## config.mk

```make
export PLATFORM = sky130hd
export DESIGN_NAME = booth_divider
export DESIGN_NICKNAME = d
export VERILOG_FILES = /design/src/rtl/booth_arith_pkg.sv /design/src/rtl/div_step.sv /design/src/rtl/booth_divider.sv
export SDC_FILE = /design/constraint.sdc
export NUM_CORES = 1
export LEC_CHECK = 0
export CELL_PAD_IN_SITES_DETAIL_PLACEMENT = 1
export CELL_PAD_IN_SITES_GLOBAL_PLACEMENT = 1
export CORE_MARGIN = 2
export CORE_UTILIZATION = 47
export DETAILED_ROUTE_END_ITERATION = 10
export GPL_TIMING_DRIVEN = 0
export HOLD_SLACK_MARGIN = 0.03
export PLACE_DENSITY_LB_ADDON = 0.1
export SLEW_MARGIN = 0
export SYNTH_ARGS = -nofsm -noshare
export SYNTH_HDL_FRONTEND = slang
export SYNTH_SLANG_ARGS = --single-unit
export TNS_END_PERCENT = 50
```

## constraint.sdc

```tcl
create_clock -name clock -period 4.38 [get_ports clock]
set_clock_uncertainty 0.2 [all_clocks]
set_input_delay 0.876 -clock clock [delete_from_list [all_inputs] [get_ports clock]]
set_output_delay 0.876 -clock clock [all_outputs]
set_load 0.02 [all_outputs]
```

## src/rtl/booth_arith_pkg.sv

```systemverilog
// Shared arithmetic constants for the Booth multiplier/divider pair.
// Holds the common operand width and the divider's state encoding.
package booth_arith_pkg;

  localparam int DEFAULT_WIDTH = 4;

  typedef enum logic [1:0] {
    S_IDLE = 2'd0,
    S_CALC = 2'd1,
    S_FIX  = 2'd2,
    S_DONE = 2'd3
  } state_t;

endpackage

```

## src/rtl/div_step.sv

```systemverilog
// One restoring-division iteration on magnitudes: shift {rem,quo}, trial-subtract, restore.
// Purely combinational; no handshake of its own.
module div_step #(
  parameter int WIDTH = 4
) (
  input  logic [WIDTH-1:0] i_rem,
  input  logic [WIDTH-1:0] i_quo,
  input  logic [WIDTH:0]   i_dmag,
  output logic [WIDTH-1:0] o_rem,
  output logic [WIDTH-1:0] o_quo
);

  logic [WIDTH:0] w_shift;
  logic [WIDTH:0] w_trial;

  // Partial remainder stays below |divisor| <= 2^(WIDTH-1), so WIDTH bits hold it
  // and the shifted value plus a sign bit fits in WIDTH+1 bits.
  assign w_shift = {i_rem, i_quo[WIDTH-1]};
  assign w_trial = w_shift - i_dmag;

  assign o_rem = w_trial[WIDTH] ? w_shift[WIDTH-1:0] : w_trial[WIDTH-1:0];
  assign o_quo = {i_quo[WIDTH-2:0], ~w_trial[WIDTH]};

endmodule

```

## src/rtl/booth_divider.sv

```systemverilog
// Sequential signed divider, one restoring step per clock, start/done handshake.
// done pulses WIDTH+2 cycles after the accepted start; start is ignored unless idle.
module booth_divider
  import booth_arith_pkg::*;
#(
  parameter int WIDTH = DEFAULT_WIDTH
) (
  input  logic             clock,
  input  logic             reset,
  input  logic             start,
  input  logic [WIDTH-1:0] dividend,
  input  logic [WIDTH-1:0] divisor,
  output logic [WIDTH-1:0] quotient,
  output logic [WIDTH-1:0] remainder,
  output logic             busy,
  output logic             done,
  output logic             div_by_zero,
  output logic             overflow
);

  localparam int CW = $clog2(WIDTH + 1);

  state_t           r_state;
  state_t           w_state_next;
  logic [CW-1:0]    r_count;
  logic [WIDTH-1:0] r_rem;
  logic [WIDTH-1:0] r_quo;
  logic [WIDTH:0]   r_dmag;
  logic [WIDTH-1:0] r_dvd;
  logic             r_dsr_neg;
  logic             r_dz;
  logic             r_ovf;

  logic [WIDTH-1:0] w_dvd_mag;
  logic [WIDTH:0]   w_dsr_ext;
  logic [WIDTH:0]   w_dsr_mag;
  logic [WIDTH-1:0] w_rem_next;
  logic [WIDTH-1:0] w_quo_next;
  logic             w_dz;
  logic             w_ovf;

  // |most-negative| is 2^(WIDTH-1), which still fits WIDTH unsigned bits for the dividend.
  assign w_dvd_mag = dividend[WIDTH-1] ? (~dividend + 1'b1) : dividend;
  assign w_dsr_ext = {divisor[WIDTH-1], divisor};
  assign w_dsr_mag = divisor[WIDTH-1] ? (~w_dsr_ext + 1'b1) : w_dsr_ext;
  assign w_dz      = (divisor == '0);
  assign w_ovf     = (dividend == {1'b1, {(WIDTH-1){1'b0}}}) && (divisor == '1);

  div_step #(.WIDTH(WIDTH)) u_step (
    .i_rem  (r_rem),
    .i_quo  (r_quo),
    .i_dmag (r_dmag),
    .o_rem  (w_rem_next),
    .o_quo  (w_quo_next)
  );

  always_ff @(posedge clock or negedge reset) begin
    if (!reset) r_state <= S_IDLE;
    else        r_state <= w_state_next;
  end

  always_comb begin
    w_state_next = r_state;
    case (r_state)
      S_IDLE:  if (start) w_state_next = S_CALC;
      S_CALC:  if (r_count == CW'(1)) w_state_next = S_FIX;
      S_FIX:   w_state_next = S_DONE;
      S_DONE:  w_state_next = S_IDLE;
      default: w_state_next = S_IDLE;
    endcase
  end

  always_ff @(posedge clock or negedge reset) begin
    if (!reset) begin
      r_count     <= '0;
      r_rem       <= '0;
      r_quo       <= '0;
      r_dmag      <= '0;
      r_dvd       <= '0;
      r_dsr_neg   <= 1'b0;
      r_dz        <= 1'b0;
      r_ovf       <= 1'b0;
      quotient    <= '0;
      remainder   <= '0;
      busy        <= 1'b0;
      done        <= 1'b0;
      div_by_zero <= 1'b0;
      overflow    <= 1'b0;
    end else begin
      // Handshake outputs trail the state register by one cycle.
      busy <= (r_state != S_IDLE);
      done <= (r_state == S_DONE);
      case (r_state)
        S_IDLE: begin
          if (start) begin
            r_dvd       <= dividend;
            r_dsr_neg   <= divisor[WIDTH-1];
            r_dmag      <= w_dsr_mag;
            r_rem       <= '0;
            r_quo       <= w_dvd_mag;
            r_count     <= CW'(WIDTH);
            r_dz        <= w_dz;
            r_ovf       <= w_ovf;
            div_by_zero <= 1'b0;
            overflow    <= 1'b0;
          end
        end
        S_CALC: begin
          r_rem   <= w_rem_next;
          r_quo   <= w_quo_next;
          r_count <= r_count - CW'(1);
        end
        S_FIX: begin
          // Zero divisor ignores the iteration result entirely.
          if (r_dz) begin
            r_quo <= '1;
            r_rem <= r_dvd;
          end else begin
            if (r_dvd[WIDTH-1] ^ r_dsr_neg) r_quo <= ~r_quo + 1'b1;
            if (r_dvd[WIDTH-1])             r_rem <= ~r_rem + 1'b1;
          end
        end
        S_DONE: begin
          quotient    <= r_quo;
          remainder   <= r_rem;
          div_by_zero <= r_dz;
          overflow    <= r_ovf;
        end
        default: ;
      endcase
    end
  end

endmodule

```

==> summary.md <==
| Metric | Value |
|---|---|
| Status | `completed` |
| Die Area | `between 5000 and 6000 sq um` |
| Dpl ws | `1700 ps` |
| Crit-path max FO | `7` |
| Placer congestion estimate | `0.795` |
| #FFs+latches synth | `37` |
| Sequential area share after synthesis | `about 43%` |
| Total Routed Length | `between 5000 and 6000 um` |
| Number of synthesized flops with an enable pin | `0` |
| Total GRT Usage | `between 20% and 30%` |
| Number of vias per cell | `between 5 and 6` |
| CTS Buffer Depth | `2` |
| Leak Pwr | `1.15 nW` |
| Hold Violations, Final | `0` |
| Combinational share of power | `between 50 and 60%` |
| TritonCTS clock tree | `built` |
| Finished Layout Cells | `roughly 290` |
| Final-report setup violation count | `0` |
| Nets | `between 200 and 300` |
| Post-CTS resize count | `0` |
| Worst path cell trace | `inv_1 -> ha_1 -> fa_1 -> nand2b_1 -> a21oi_2 -> xnor2_2 -> a21oi_2 -> o31ai_2` |
| RSZ-0062 raised after global routing | `no` |
| Synth cell types | `50` |
| P_int | `around 0.0012 W` |
| HP Class | `register to register` |
| Initial antenna violation count | `0` |
| Htree depth | `2` |
| Mapped Cells | `between 200 and 250` |
| Final WS setup | `slightly below 2000 ps` |
| Diodes inserted | `0` |
| Slowest cell on crit path | `dfrtp_1` |
| Die height | `71.9 um` |
| Relative slew slack | `around 45%` |
| Hold_ws | `a little under 300 ps` |
| Clock Sink Count | `37` |
| Input/output buffers | `22` |
| Net Sw Frac | `between 40 and 50%` |
| Pin count of the biggest net entering global routing | `38` |
| Switch Pwr | `0.000870 W` |
| Setup CP Type | `register to register` |
| Slew Limit Fails | `0` |
| Clk pin slew, worst setup/hold paths | `80 ps` |
| Worst-margin pin slew | `818 ps` |
| Yosys Warn Count | `0` |
| Fin Setup TNS | `0 ps` |
| Vias in the first global route | `~1.9k` |
| Design Power | `0.00203 W` |
| Dpl hpwl | `a little under 4000 um` |
| Die Wd | `approximately 72 um` |
| Fin crit period | `about 2400 ps` |
| Hold Buf Count CTS | `0` |
| Vias post-DR | `1692` |
| First-pass GRT wire length | `roughly 9200 um` |
| Top_reg_cell synth | `dfrtp_1` |
| Average size of a mapped cell | `~10 sq um` |
| Ratio of cells with drive above 1 in the final layout | `between 10% and 20%` |
| Power density cells | `approximately 790 nW/um^2` |
| Filler Cells Inserted | `approximately 500` |
| Sequential power share | `~29%` |
| Peak supply drop | `roughly 300 uV` |
| Max frequency | `around 0.42 GHz` |
| Num rows | `24` |
| Startpoint Class | `register` |
| DRC viols | `0` |
| Number of cells after detailed placement | `about 290` |
| Worst skew pair latency | `about 290 ps` |
| Initial drt markers | `40` |
| Post-CTS setup buffers | `0` |
| Ys async rst share | `100%` |
| CP required | `roughly 4400 ps` |
| Max Cap Viol | `0` |
| Crit-path most repeated cell | `a21oi_2` |
| Core footprint | `4380 sq um` |
| Ratio of final minimum period to clock period | `a little over half` |
| CP peak stage delay | `430 ps` |
| Pre-Repair DR Iteration Count | `4` |
| Crit path DAT | `roughly 2400 ps` |
| IO Count | `23` |
| TritonCTS Buffers | `5` |
| Mapped cell area | `2170 sq um` |
| Synth Net Count | `around 240` |
| Wire per inst | `17.9 um` |
| Remaining antenna violation count after routing | `0` |
| Worst setup EP type | `register` |
| Syn-to-layout area delta | `18.5%` |
| Gr ovfl total | `0` |
| Initial cell density of the core | `around half` |
| Clk pwr share | `15.5%` |
| Clock root cell | `clkbuf_8` |
==> worst max-delay path: cells and delay by family, from the launching register on <==
kind            cells  cell delay, ps
fa+ha+maj           2             630
simple gates        1             180
compound gates      3             530
flops               1             430
buf+inv             1             100
xor+xnor            1             230
==> path summary, 6_finish.rpt <==
kind	start	end	slack, ps	cells after the start
hold reg to reg	r_dmag[0]$_DFFE_PN0P_	r_dmag[0]$_DFFE_PN0P_	290	2
setup / recovery	r_quo[3]$_DFFE_PN0P_	r_quo[0]$_DFFE_PN0P_	1980	8
hold / removal	r_dmag[0]$_DFFE_PN0P_	r_dmag[0]$_DFFE_PN0P_	290	2
max in group asynchronous	reset	r_dmag[1]$_DFFE_PN0P_	2990	1
setup reg to reg	r_quo[3]$_DFFE_PN0P_	r_quo[0]$_DFFE_PN0P_	1980	8
min in group asynchronous	reset	r_count[1]$_DFFE_PN0P_	470	1
==> through the flow <==
stage	instance area, sq um	util (%)
final	2570	58.6
after detailed placement	2450	55.8
after global placement	2450	55.9
after floorplan	2170	-
after global routing	2570	58.6
after CTS	2570	58.6
==> kinds of logic (layout without fill, tap and decap cells) <==
kind of cell,Yosys count,in the layout,share of synthesized area [%]
DFF,37,37,42.7
xor gates and xnor gates,8,8,3.58
AOI/OAI and AO/OA,54,54,17.1
adders and majority gates,16,16,9.58
buffers and inverters,27,57,5.14
and+or+nand+nor,52,52,12.8
muxes,18,18,9.01
==> Yosys cell counts (2+ instances only) <==
master     n  area share [%]
o21ai_1    8             1.8
nor2_1     5            0.87
inv_1     20             3.5
mux2_2    12             6.2
mux2i_1    6             2.8
nand2b_1   4             1.2
buf_2      2            0.46
ha_1      15             8.7
a22oi_1    2            0.69
o31ai_1    3             1.0
a21oi_2    2            0.81
a32oi_1    2            0.81
o21ai_0   16             3.7
nand2_1   22             3.8
a21oi_1    2            0.46
nand3b_1   5             1.7
nand3_1    4            0.92
xor2_1     2            0.81
nor3_1     2            0.46
xnor2_1    5             2.0
a31oi_1    3            0.87
a21boi_0   3             1.0
dfrtp_1   37              43
clkbuf_1   4            0.69
==> placed cells by master, fill, tap and decap left out, types with 2 or more instances in the layout <==
cell / netlist / routed
dfrtp_1: 37 / 37
nand2_1: 22 / 22
clkdlybuf4s50_1: 0 / 21
inv_1: 20 / 20
o21ai_0: 16 / 16
ha_1: 15 / 15
mux2_2: 12 / 12
o21ai_1: 8 / 8
mux2i_1: 6 / 6
clkbuf_8: 0 / 6
xnor2_1: 5 / 5
nor2_1: 5 / 5
nand3b_1: 5 / 5
clkbuf_1: 4 / 4
nand2b_1: 4 / 4
nand3_1: 4 / 4
o31ai_1: 3 / 3
a21boi_0: 3 / 3
a31oi_1: 3 / 3
buf_2: 2 / 3
xor2_1: 2 / 2
a21oi_2: 2 / 2
a32oi_1: 2 / 2
a21oi_1: 2 / 2
nor3_1: 2 / 2
a22oi_1: 2 / 2
==> registers in the layout, summed over array words and instances, names as in the netlist, 2 cells and up <==
register and cells:
r_quo 4, r_state 2, r_rem 4, quotient 4, r_dmag 5, r_dvd 4, r_count 3, remainder 4
==> final cells by class <==
class / instances / area (sq um) / share of cell area (%)
flip-flops and latches: 37 / 926 / 36.1
plain buffers: 7 / 36.3 / 1.41
multi-input cells: 148 / 1130 / 44.0
clock buffers: 6 / 82.6 / 3.22
well taps: 52 / 65.1 / 2.53
repair buffers: 22 / 215 / 8.38
inverters: 20 / 75.1 / 2.92
clock inverters: 2 / 37.5 / 1.46
==> metal layers <==
metal	GRT usage, %	part of all wire, %	up-vias
met5	0	0	-
met4	7.76	2.0	0
met3	4.44	3.1	12
met2	39.7	50	35
met1	29.3	45	841
li1	-	-	804
==> power groups by stage <==
| stage | registers (W) | clock network (W) | logic [W] |
|---|---|---|---|
| after floorplan | 0.000619 | 0 | 0.000755 |
| after global placement | 0.000592 | 0 | 0.00105 |
| after detailed placement | 0.000605 | 0 | 0.00111 |
| after CTS | 0.000599 | 0.000321 | 0.00113 |
| after global routing | 0.000621 | 0.000339 | 0.00124 |
| final | 0.000599 | 0.000315 | 0.00112 |
(Power assumes the default switching activity.)
